<file path="src/rtl/pong_game_ctrl.sv">
// Pong game sequencer: derives per-frame move strobes and runs serve/play/point/over, keeping scores.
// Latency: strobes and state update on the pixpulse cycle of the frame tick; strobes stay high one pixel period.
// Optional pause button compiled in with `define PONG_PAUSE_EN (adds pause_btn and the PAUSED state).
module pong_game_ctrl #(
  parameter int MOVE_DIV     = 1,
  parameter int SERVE_FRAMES = 60,
  parameter int WIN_SCORE    = 7,
  parameter int GOAL_L       = 8,
  parameter int GOAL_R       = 631,
  parameter int FRAME_LINE   = 480
) (
  input  logic       clk,
  input  logic       rst,
  input  logic       pixpulse,
  input  logic [9:0] hcount,
  input  logic [9:0] vcount,
  input  logic       start_btn,
  input  logic [9:0] ball_xloc,
`ifdef PONG_PAUSE_EN
  input  logic       pause_btn,
`endif
  output logic       move_paddle,
  output logic       move_ball,
  output logic       ball_hold,
  output logic       serve_dir,
  output logic [3:0] score_l,
  output logic [3:0] score_r,
  output logic [2:0] state,
  output logic       game_over,
  output logic       winner
);

  typedef enum logic [2:0] {
    S_IDLE   = 3'd0,
    S_SERVE  = 3'd1,
    S_PLAY   = 3'd2,
    S_POINT  = 3'd3,
    S_OVER   = 3'd4,
    S_PAUSED = 3'd5
  } state_t;

  localparam logic [3:0] DIV_LAST   = 4'(MOVE_DIV - 1);
  localparam logic [7:0] SERVE_LAST = 8'(SERVE_FRAMES - 1);
  localparam logic [3:0] WIN        = 4'(WIN_SCORE);
  localparam logic [9:0] GOAL_L_V   = 10'(GOAL_L);
  localparam logic [9:0] GOAL_R_V   = 10'(GOAL_R);
  localparam logic [9:0] LINE_V     = 10'(FRAME_LINE);

  state_t     state_q, state_d;
  logic       start_s1_q, start_s2_q, start_prev_q, start_prev_d;
  logic [7:0] serve_cnt_q, serve_cnt_d;
  logic [3:0] div_q, div_d;
  logic [3:0] score_l_q, score_l_d, score_r_q, score_r_d;
  logic       serve_dir_q, serve_dir_d, winner_q, winner_d;
  logic       move_paddle_q, move_paddle_d, move_ball_q, move_ball_d;
  logic       ball_hold_q, ball_hold_d, game_over_q, game_over_d;
  logic       frame_tick, start_press;
`ifdef PONG_PAUSE_EN
  logic       pause_s1_q, pause_s2_q, pause_prev_q, pause_prev_d;
  logic       pause_press;
  assign pause_prev_d = pixpulse ? pause_s2_q : pause_prev_q;
  assign pause_press  = pixpulse & pause_s2_q & ~pause_prev_q;
`endif

  assign frame_tick   = pixpulse && (hcount == 10'd0) && (vcount == LINE_V);
  assign start_prev_d = pixpulse ? start_s2_q : start_prev_q;
  assign start_press  = pixpulse & start_s2_q & ~start_prev_q;

  // Next-state, score, counter and strobe computation; nothing moves off pixpulse cycles.
  always_comb begin
    state_d       = state_q;
    serve_cnt_d   = serve_cnt_q;
    div_d         = div_q;
    score_l_d     = score_l_q;
    score_r_d     = score_r_q;
    serve_dir_d   = serve_dir_q;
    winner_d      = winner_q;
    move_paddle_d = move_paddle_q;
    move_ball_d   = move_ball_q;
    ball_hold_d   = ball_hold_q;
    game_over_d   = game_over_q;
    if (pixpulse) begin
      // a strobe set on a tick always drops on the following pixpulse
      move_paddle_d = 1'b0;
      move_ball_d   = 1'b0;
      case (state_q)
        S_IDLE: begin
          score_l_d   = 4'd0;
          score_r_d   = 4'd0;
          serve_dir_d = 1'b0;
          if (start_press) begin
            state_d     = S_SERVE;
            serve_cnt_d = 8'd0;
          end
        end
        S_SERVE: begin
          if (frame_tick) begin
            move_paddle_d = 1'b1;
            if (serve_cnt_q == SERVE_LAST) begin
              state_d     = S_PLAY;
              serve_cnt_d = 8'd0;
              div_d       = 4'd0;
            end else begin
              serve_cnt_d = serve_cnt_q + 8'd1;
            end
          end
        end
        S_PLAY: begin
`ifdef PONG_PAUSE_EN
          if (pause_press) begin
            state_d = S_PAUSED;
          end else
`endif
          if (frame_tick) begin
            move_paddle_d = 1'b1;
            move_ball_d   = (div_q == DIV_LAST);
            div_d         = (div_q == DIV_LAST) ? 4'd0 : div_q + 4'd1;
            // left miss wins the tie so a single goal is scored per frame
            if (ball_xloc <= GOAL_L_V) begin
              score_r_d   = score_r_q + 4'd1;
              serve_dir_d = 1'b0;
              state_d     = S_POINT;
            end else if (ball_xloc >= GOAL_R_V) begin
              score_l_d   = score_l_q + 4'd1;
              serve_dir_d = 1'b1;
              state_d     = S_POINT;
            end
          end
        end
        S_POINT: begin
          if (frame_tick) begin
            // serve_dir names the scorer: 1 means the left player just scored
            if ((serve_dir_q ? score_l_q : score_r_q) == WIN) begin
              state_d  = S_OVER;
              winner_d = ~serve_dir_q;
            end else begin
              state_d     = S_SERVE;
              serve_cnt_d = 8'd0;
            end
          end
        end
        S_OVER: begin
          if (start_press) begin
            score_l_d   = 4'd0;
            score_r_d   = 4'd0;
            serve_dir_d = 1'b0;
            serve_cnt_d = 8'd0;
            state_d     = S_SERVE;
          end
        end
`ifdef PONG_PAUSE_EN
        S_PAUSED: begin
          if (pause_press) state_d = S_PLAY;
        end
`endif
        default: state_d = S_IDLE;
      endcase
      ball_hold_d = !((state_d == S_PLAY) || (state_d == S_PAUSED));
      game_over_d = (state_d == S_OVER);
    end
  end

  // All state, synchronizers and registered outputs.
  always_ff @(posedge clk or posedge rst) begin
    if (rst) begin
      state_q       <= S_IDLE;
      start_s1_q    <= 1'b0;
      start_s2_q    <= 1'b0;
      start_prev_q  <= 1'b0;
      serve_cnt_q   <= 8'd0;
      div_q         <= 4'd0;
      score_l_q     <= 4'd0;
      score_r_q     <= 4'd0;
      serve_dir_q   <= 1'b0;
      winner_q      <= 1'b0;
      move_paddle_q <= 1'b0;
      move_ball_q   <= 1'b0;
      ball_hold_q   <= 1'b1;
      game_over_q   <= 1'b0;
`ifdef PONG_PAUSE_EN
      pause_s1_q    <= 1'b0;
      pause_s2_q    <= 1'b0;
      pause_prev_q  <= 1'b0;
`endif
    end else begin
      state_q       <= state_d;
      start_s1_q    <= start_btn;
      start_s2_q    <= start_s1_q;
      start_prev_q  <= start_prev_d;
      serve_cnt_q   <= serve_cnt_d;
      div_q         <= div_d;
      score_l_q     <= score_l_d;
      score_r_q     <= score_r_d;
      serve_dir_q   <= serve_dir_d;
      winner_q      <= winner_d;
      move_paddle_q <= move_paddle_d;
      move_ball_q   <= move_ball_d;
      ball_hold_q   <= ball_hold_d;
      game_over_q   <= game_over_d;
`ifdef PONG_PAUSE_EN
      pause_s1_q    <= pause_btn;
      pause_s2_q    <= pause_s1_q;
      pause_prev_q  <= pause_prev_d;
`endif
    end
  end

  assign move_paddle = move_paddle_q;
  assign move_ball   = move_ball_q;
  assign ball_hold   = ball_hold_q;
  assign serve_dir   = serve_dir_q;
  assign score_l     = score_l_q;
  assign score_r     = score_r_q;
  assign state       = state_q;
  assign game_over   = game_over_q;
  assign winner      = winner_q;

endmodule

</file>
<file path="config.mk">
export PLATFORM = sky130hd
export DESIGN_NAME = pong_game_ctrl
export DESIGN_NICKNAME = d
export VERILOG_FILES = /design/src/rtl/pong_game_ctrl.sv
export SDC_FILE = /design/constraint.sdc
export NUM_CORES = 1
export LEC_CHECK = 0
export CORE_ASPECT_RATIO = 0.8
export CORE_UTILIZATION = 52
export CTS_CLUSTER_SIZE = 8
export DETAILED_ROUTE_END_ITERATION = 12
export HOLD_SLACK_MARGIN = 0.02
export PLACE_DENSITY = 0.88
export SKIP_LAST_GASP = 1
export SLEW_MARGIN = 0
export SYNTH_ARGS = -nofsm -noshare
export SYNTH_HDL_FRONTEND = slang
export SYNTH_SLANG_ARGS = --single-unit
</file>
<file path="constraint.sdc">
create_clock -name clk -period 6.4 [get_ports clk]
set_input_delay 0.96 -clock clk [delete_from_list [all_inputs] [get_ports clk]]
set_output_delay 0.96 -clock clk [all_outputs]
set_load 0.01 [all_outputs]
</file>
==> results of run 1 <==
## logic make-up (layout without fill, tap and decap cells)
group,Yosys count,after routing
AND/OR/NAND/NOR,86,86
AO/OA/AOI/OAI,54,54
flip-flops,32,32
buffers and inverters,18,71
multiplexers,9,9
adder cells (fa/ha/maj),5,5
## layout by cell type (no fill, tap or decap), drive strengths merged, types with 2 or more instances in the layout
cell type	Yosys	routed
clkdlybuf4s50	0	50
dfrtp	31	31
nor2	17	17
nand2	17	17
o31ai	12	12
inv	11	11
nand3	11	11
o21ai	11	11
nand2b	7	7
clkbuf	6	6
nor2b	5	5
mux2i	5	5
ha	5	5
nor3	5	5
o41ai	4	4
o21a	4	4
mux2	4	4
nand3b	3	3
and3	3	3
or3	3	3
a21oi	3	3
or4b	3	3
nor4	3	3
a31oi	2	2
o211ai	2	2
a211o	2	2
nand4	2	2
nor4b	2	2
o22ai	2	2
clkinvlp	0	2
buf	1	2
or4	2	2
## worst max-delay path, delay by kind of cell
kind / cells / cell delay, ns
buffers and inverters: 1 / 0.39
AOI/OAI and AO/OA: 2 / 0.74
and+or+nand+nor: 3 / 1.57
## sequential cells by signal (all words and copies together), names as in the netlist
register      count
ball_hold         1
div_q             4
game_over         1
move_ball         1
move_paddle       1
score_l           4
score_r           4
serve_cnt_q       8
serve_dir         1
start_prev_q      1
start_s1_q        1
start_s2_q        1
state             3
winner            1
## stage by stage
| stage | instances | worst slack, ns |
|---|---|---|
| 3_5_place_dp | 291 | 2.598 |
| 3_3_place_gp | 291 | 2.698 |
| 2_1_floorplan | 204 | 3.474 |
| 4_1_cts | 299 | 2.905 |
| 5_1_grt | 299 | 2.691 |
| 6_report | 299 | 2.915 |
## final timing paths
check                                 end  slack (ns)  cells past startpoint
hold reg to reg                start_s2_q        0.37                      0
hold / removal                 start_s2_q        0.37                      0
min in group asynchronous       game_over        1.05                      3
max in group asynchronous       ball_hold        5.03                      3
setup / recovery           serve_cnt_q[5]        2.91                      6
setup reg to reg           serve_cnt_q[5]        3.95                      6
## metal layers
metal | up-vias | part of all wire | GRT usage
met1 | 878 | 0.43 | 0.3444
li1 | 869 | - | -
met4 | 0 | 0.017 | 0.09913
met5 | - | 0 | 0
met2 | 63 | 0.49 | 0.4258
met3 | 9 | 0.063 | 0.06703
## final cells by class
| cell class | instances | area (um2) |
|---|---|---|
| multi-input combinational | 154 | 1022 |
| timing repair buffer | 52 | 515.5 |
| clock inverter | 2 | 15.01 |
| fill | 270 | 915.9 |
| tap | 42 | 52.55 |
| clock buffer | 6 | 82.58 |
| inverter | 11 | 41.29 |
| sequential | 32 | 802.0 |
## power groups by stage
stage / clock network [mW] / registers, mW / logic [mW]
after global routing: 0.179 / 0.232 / 0.127
after floorplan: 0 / 0.231 / 0.0657
after CTS: 0.171 / 0.229 / 0.115
after detailed placement: 0 / 0.233 / 0.114
after global placement: 0 / 0.234 / 0.110
final: 0.171 / 0.230 / 0.115
==> impl_metrics.py, run 1 <==
metrics = {
    "synth": {
        "yosysTopAreaCell": "dfrtp_1",
        "synthCells": 204,
        "ys_warn_count": 0,
        "muxShareOfSynthArea": 0.05023,
        "syn_avg_cell_area_um2": 9.280,
        "synth_most_common_cell": "dfrtp_1",
        "syn_area_um2": 1893,
        "yosysTopAreaCellShare": 0.4098,
        "ys_seq_elements": 32,
        "yosys.area_share.simple": 0.2538,
        "synth_xor_area_frac": 0,
        "synth_compound_area_frac": 0.2029,
        "async_reset_ff_frac": 1.000,
        "synth_common_cells": "dfrtp_1, nand2_1, nor2_1",
        "synthAdderAreaFrac": 0.03305,
        "synth_top_family_by_area": "simple AND/OR/NAND/NOR gates",
        "synth-seq-area-share": 0.4237,
        "synth.distinct_cells": 50,
        "synth-edff-count": 0,
        "ys.flop_type": "dfrtp_1",
        "syn-num-nets": 243,
        "synthTopCellsByArea": "dfrtp_1, o31ai_1, nand2_1, nor2_1, ha_1",
    },
    "pwr": {
        "p_int_mw": 0.3594,
        "sw_frac_of_total": 0.3033,
        "power_switching_mw": 0.1564,
        "p_leak_nw": 1.011,
        "powerDensity_nw_per_um2": 203.8,
        "combPwrFrac": 0.223,
        "ir_drop_mv": 0.1607,
        "p_seq_frac": 0.447,
        "power_mw": 0.5158,
        "pwr-share-clk": 0.331,
    },
    "worst_setup_path": {
        "crit_type": "in2reg",
        "crit_path_top_delay_cell": "or4b_1",
        "worstPathArrival_ns": 3.66,
        "slowest_delay_ns": 0.58,
        "cp_cell_sequence": "clkdlybuf4s50_1, or4b_1, nor4_4, a31oi_1, or3_1, o41ai_1",
        "critPathMaxFanout": 11,
        "worst_setup_path_start_kind": "input pin",
        "cp-startpoint": "hcount[8]",
        "end_kind": "flop",
        "r2r-start": "serve_cnt_q[0]",
        "critPathRequiredTime_ns": 6.58,
    },
    "grt": {
        "antenna_found_initial": 0,
        "grt_max_degree": 33,
        "grt_pass1_vias": 1686,
        "overflow": 0,
        "grt_pass1_wl_um": 8017,
        "globalRouteTotalUtil": 0.2640,
    },
    "detailed_routing": {
        "drtIter0Drc": 86,
        "vias": 1819,
        "routed_wl_um": 4785,
        "wl_per_cell_um": 16.00,
        "ant_nets": 0,
        "drt-pass1-iter-count": 5,
        "drc": 0,
        "detail_route.vias_per_cell": 6.084,
    },
    "timing": {
        "fin_skew_ns": 0.01036,
        "rsz0062_at_grt": "no",
        "max_slew_margin": 0.4233,
        "worst_pin_slew_ns": 0.8610,
        "setup_viol_count_final": 0,
        "slew_violations": 0,
        "min_period_ns": 3.485,
        "period_share": 0.5446,
        "fmax_mhz": 286.9,
        "hold_violations": 0,
        "setup_tns_ns": 0,
        "timing.hold.ws_ns": 0.3678,
    },
    "clock_network": {
        "postCtsSetupBuffers": 0,
        "cts_root_buffer": "clkbuf_8",
        "cts_hold_buf": 0,
        "clk_path_buf_depth": 2,
        "cts.sinks": 32,
        "cts-buffers-inserted": 5,
        "path_clk_slew_ns": 0.07,
        "cts_resized": 0,
        "h-tree-depth": 2,
        "clk_latency_ns": 0.30,
        "cts_tree": "done",
    },
    "place": {
        "portBuffers": 50,
        "dpl_cell_area_um2": 2434,
        "place_congestion": 0.8945,
        "dp_hpwl_um": 3543,
    },
    "final_layout": {
        "fin_util": 0.7343,
        "drive_gt1_frac": 0.08171,
        "area_growth_pct": 33.71,
        "layout.nets": 295,
        "diodes": 0,
        "fin_area_um2": 2531,
    },
    "floorplanning": {
        "ios": 51,
        "die-area_um2": 3887,
        "start_util": 0.5492,
        "core_um2": 3447,
        "num_rows": 19,
        "die_h_um": 55.97,
        "die_w_um": 69.46,
    },
    "worst_hold_path": {
        "hold_path_class": "reg2reg",
        "holdCritStartpoint": "start_s1_q",
    },
    "run_status": {
        "status": "completed",
    },
    "flow_run": {
        "cap_viol_max_count": 0,
    },
}
Power figures use the tool's default switching activity.
==> run 2: changes to the inputs <==
--- a/config.mk
+++ b/config.mk
@@ -6,11 +6,11 @@
 export NUM_CORES = 1
 export LEC_CHECK = 0
 export CORE_ASPECT_RATIO = 0.8
-export CORE_UTILIZATION = 52
+export CORE_UTILIZATION = 44
 export CTS_CLUSTER_SIZE = 8
 export DETAILED_ROUTE_END_ITERATION = 12
 export HOLD_SLACK_MARGIN = 0.02
-export PLACE_DENSITY = 0.88
+export PLACE_DENSITY = 0.8
 export SKIP_LAST_GASP = 1
 export SLEW_MARGIN = 0
 export SYNTH_ARGS = -nofsm -noshare
==> constraint.sdc (replaced) <==
create_clock -name clk -period 3.2 [get_ports clk]
set_input_delay 0.48 -clock clk [delete_from_list [all_inputs] [get_ports clk]]
set_output_delay 0.48 -clock clk [all_outputs]
set_load 0.01 [all_outputs]
==> impl_metrics.py, run 2 (synthesis results as in run 1) <==
metrics = {
    "run_status": {
        "status": "completed",
    },
    "worst_hold_path": {
        "hold_path_class": "reg2reg",
        "holdCritStartpoint": "start_s1_q",
    },
    "grt": {
        "overflow": 0,
        "globalRouteTotalUtil": 0.2239,
        "grt_pass1_vias": 1653,
        "grt_pass1_wl_um": 7521,
        "grt_max_degree": 22,
        "antenna_found_initial": 0,
    },
    "worst_setup_path": {
        "critPathRequiredTime_ns": 3.41,
        "worst_setup_path_start_kind": "input pin",
        "crit_type": "in2reg",
        "worstPathArrival_ns": 2.89,
        "r2r-start": "serve_cnt_q[0]",
        "cp-startpoint": "hcount[8]",
        "critPathMaxFanout": 8,
        "end_kind": "flop",
    },
    "final_layout": {
        "area_growth_pct": 38.07,
        "drive_gt1_frac": 0.09924,
        "fin_util": 0.6611,
        "top_register": "serve_cnt_q",
        "final_common_cell": "clkdlybuf4s50_1",
        "final_cell_mix": "clkdlybuf4s50_1, dfrtp_1, nor2_1, nand2_1, o31ai_1",
        "layout.nets": 300,
        "diodes": 0,
        "largest_register_ffs": 8,
        "final_cells": 317,
    },
    "pwr": {
        "power_mw": 1.123,
        "sw_frac_of_total": 0.2675,
        "powerDensity_nw_per_um2": 429.7,
        "ir_drop_mv": 0.3634,
        "p_seq_frac": 0.413,
        "combPwrFrac": 0.206,
        "power_switching_mw": 0.3005,
        "pwr-share-clk": 0.381,
        "p_leak_nw": 1.057,
        "p_int_mw": 0.8227,
    },
    "detailed_routing": {
        "vias": 1784,
        "ant_nets": 0,
        "routed_wl_um": 4606,
        "route.met2.wl_um": 2032,
        "drt-pass1-iter-count": 4,
        "wl_met3_um": 321,
        "detail_route.vias_per_cell": 5.628,
        "wl_per_cell_um": 14.53,
        "drc": 0,
        "wl_met1_um": 2222,
        "routed.top_layer": "met4",
        "drtIter0Drc": 113,
    },
    "clock_network": {
        "postCtsSetupBuffers": 0,
        "cts-buffers-inserted": 5,
        "h-tree-depth": 2,
        "clk_path_buf_depth": 2,
        "cts_resized": 0,
        "cts_tree": "done",
        "path_clk_slew_ns": 0.07,
        "cts_root_buffer": "clkbuf_8",
        "cts_hold_buf": 0,
        "cts.sinks": 32,
        "clk_latency_ns": 0.29,
    },
    "place": {
        "dp_cells": 309,
        "portBuffers": 50,
        "place_congestion": 0.8566,
        "dp_hpwl_um": 3437,
    },
    "timing": {
        "fmax_mhz": 373.0,
        "rsz0062_at_grt": "no",
        "max_slew_margin": 0.4732,
        "setup_tns_ns": 0,
        "timing.hold.ws_ns": 0.3602,
        "min_period_ns": 2.681,
        "fin_skew_ns": 0.006199,
        "slew_violations": 0,
        "period_share": 0.8378,
        "worst_pin_slew_ns": 0.7894,
        "setup_viol_count_final": 0,
        "hold_violations": 0,
    },
    "floorplanning": {
        "ios": 51,
        "die_h_um": 60.67,
        "start_util": 0.4788,
        "num_rows": 20,
        "die_w_um": 75.34,
        "die-area_um2": 4571,
        "core_um2": 3954,
    },
    "flow_run": {
        "cap_viol_max_count": 0,
    },
}
## run 2: cell types whose count changed in the layout (fill, tap and decap cells not counted)
cell        delta
bufinv_16      +1
clkbuf_8       +1
clkinvlp_4     -2
buf_4          +5
## run 2: stage by stage
stage	instance area [um2]	worst slack, ns
floorplan	1893	0.7540
global placement	2487	0.3083
detailed placement	2487	0.2379
CTS	2614	0.5426
global route	2614	0.4051
finish	2614	0.5190
## run 2: cell type report
type	instances	area, um2
well taps	55	68.82
multi-input cells	154	1022
fillers	347	1340
flip-flops and latches	32	802.0
clock buffers	7	96.34
inverters	11	41.29
clock inverters	1	30.03
repair buffers	57	553.0
## run 2: path summary, 6_finish.rpt
path / slack [ns] / cells past startpoint / end
worst max-delay path: 0.52 / 6 / score_r[2]
worst min-delay path: 0.36 / 0 / start_s2_q
worst max register to register: 0.78 / 6 / serve_cnt_q[2]
worst min register to register: 0.36 / 0 / start_s2_q
max in group asynchronous: 1.89 / 3 / move_paddle
min in group asynchronous: 0.64 / 2 / score_l[2]
## run 2: layer usage
metal	track usage	vias up
li1	-	877
met1	0.3097	836
met2	0.3469	67
met3	0.04817	4
met4	0.08730	0
met5	0	-
## run 2: power groups by stage
| stage | registers, mW | clock network, mW | logic, mW |
|---|---|---|---|
| 4_1_cts | 0.464 | 0.432 | 0.231 |
| 3_3_place_gp | 0.470 | 0 | 0.227 |
| 2_1_floorplan | 0.463 | 0 | 0.131 |
| 5_1_grt | 0.467 | 0.447 | 0.255 |
| 3_5_place_dp | 0.471 | 0 | 0.229 |
| 6_report | 0.464 | 0.428 | 0.231 |
## run 2: critical path, cell delays in order
cell and delay (ns):
clkdlybuf4s50_1 0.39, or4b_1 0.57, nor4_4 0.41, a22oi_1 0.29
a2111oi_0 0.52, mux2i_1 0.24
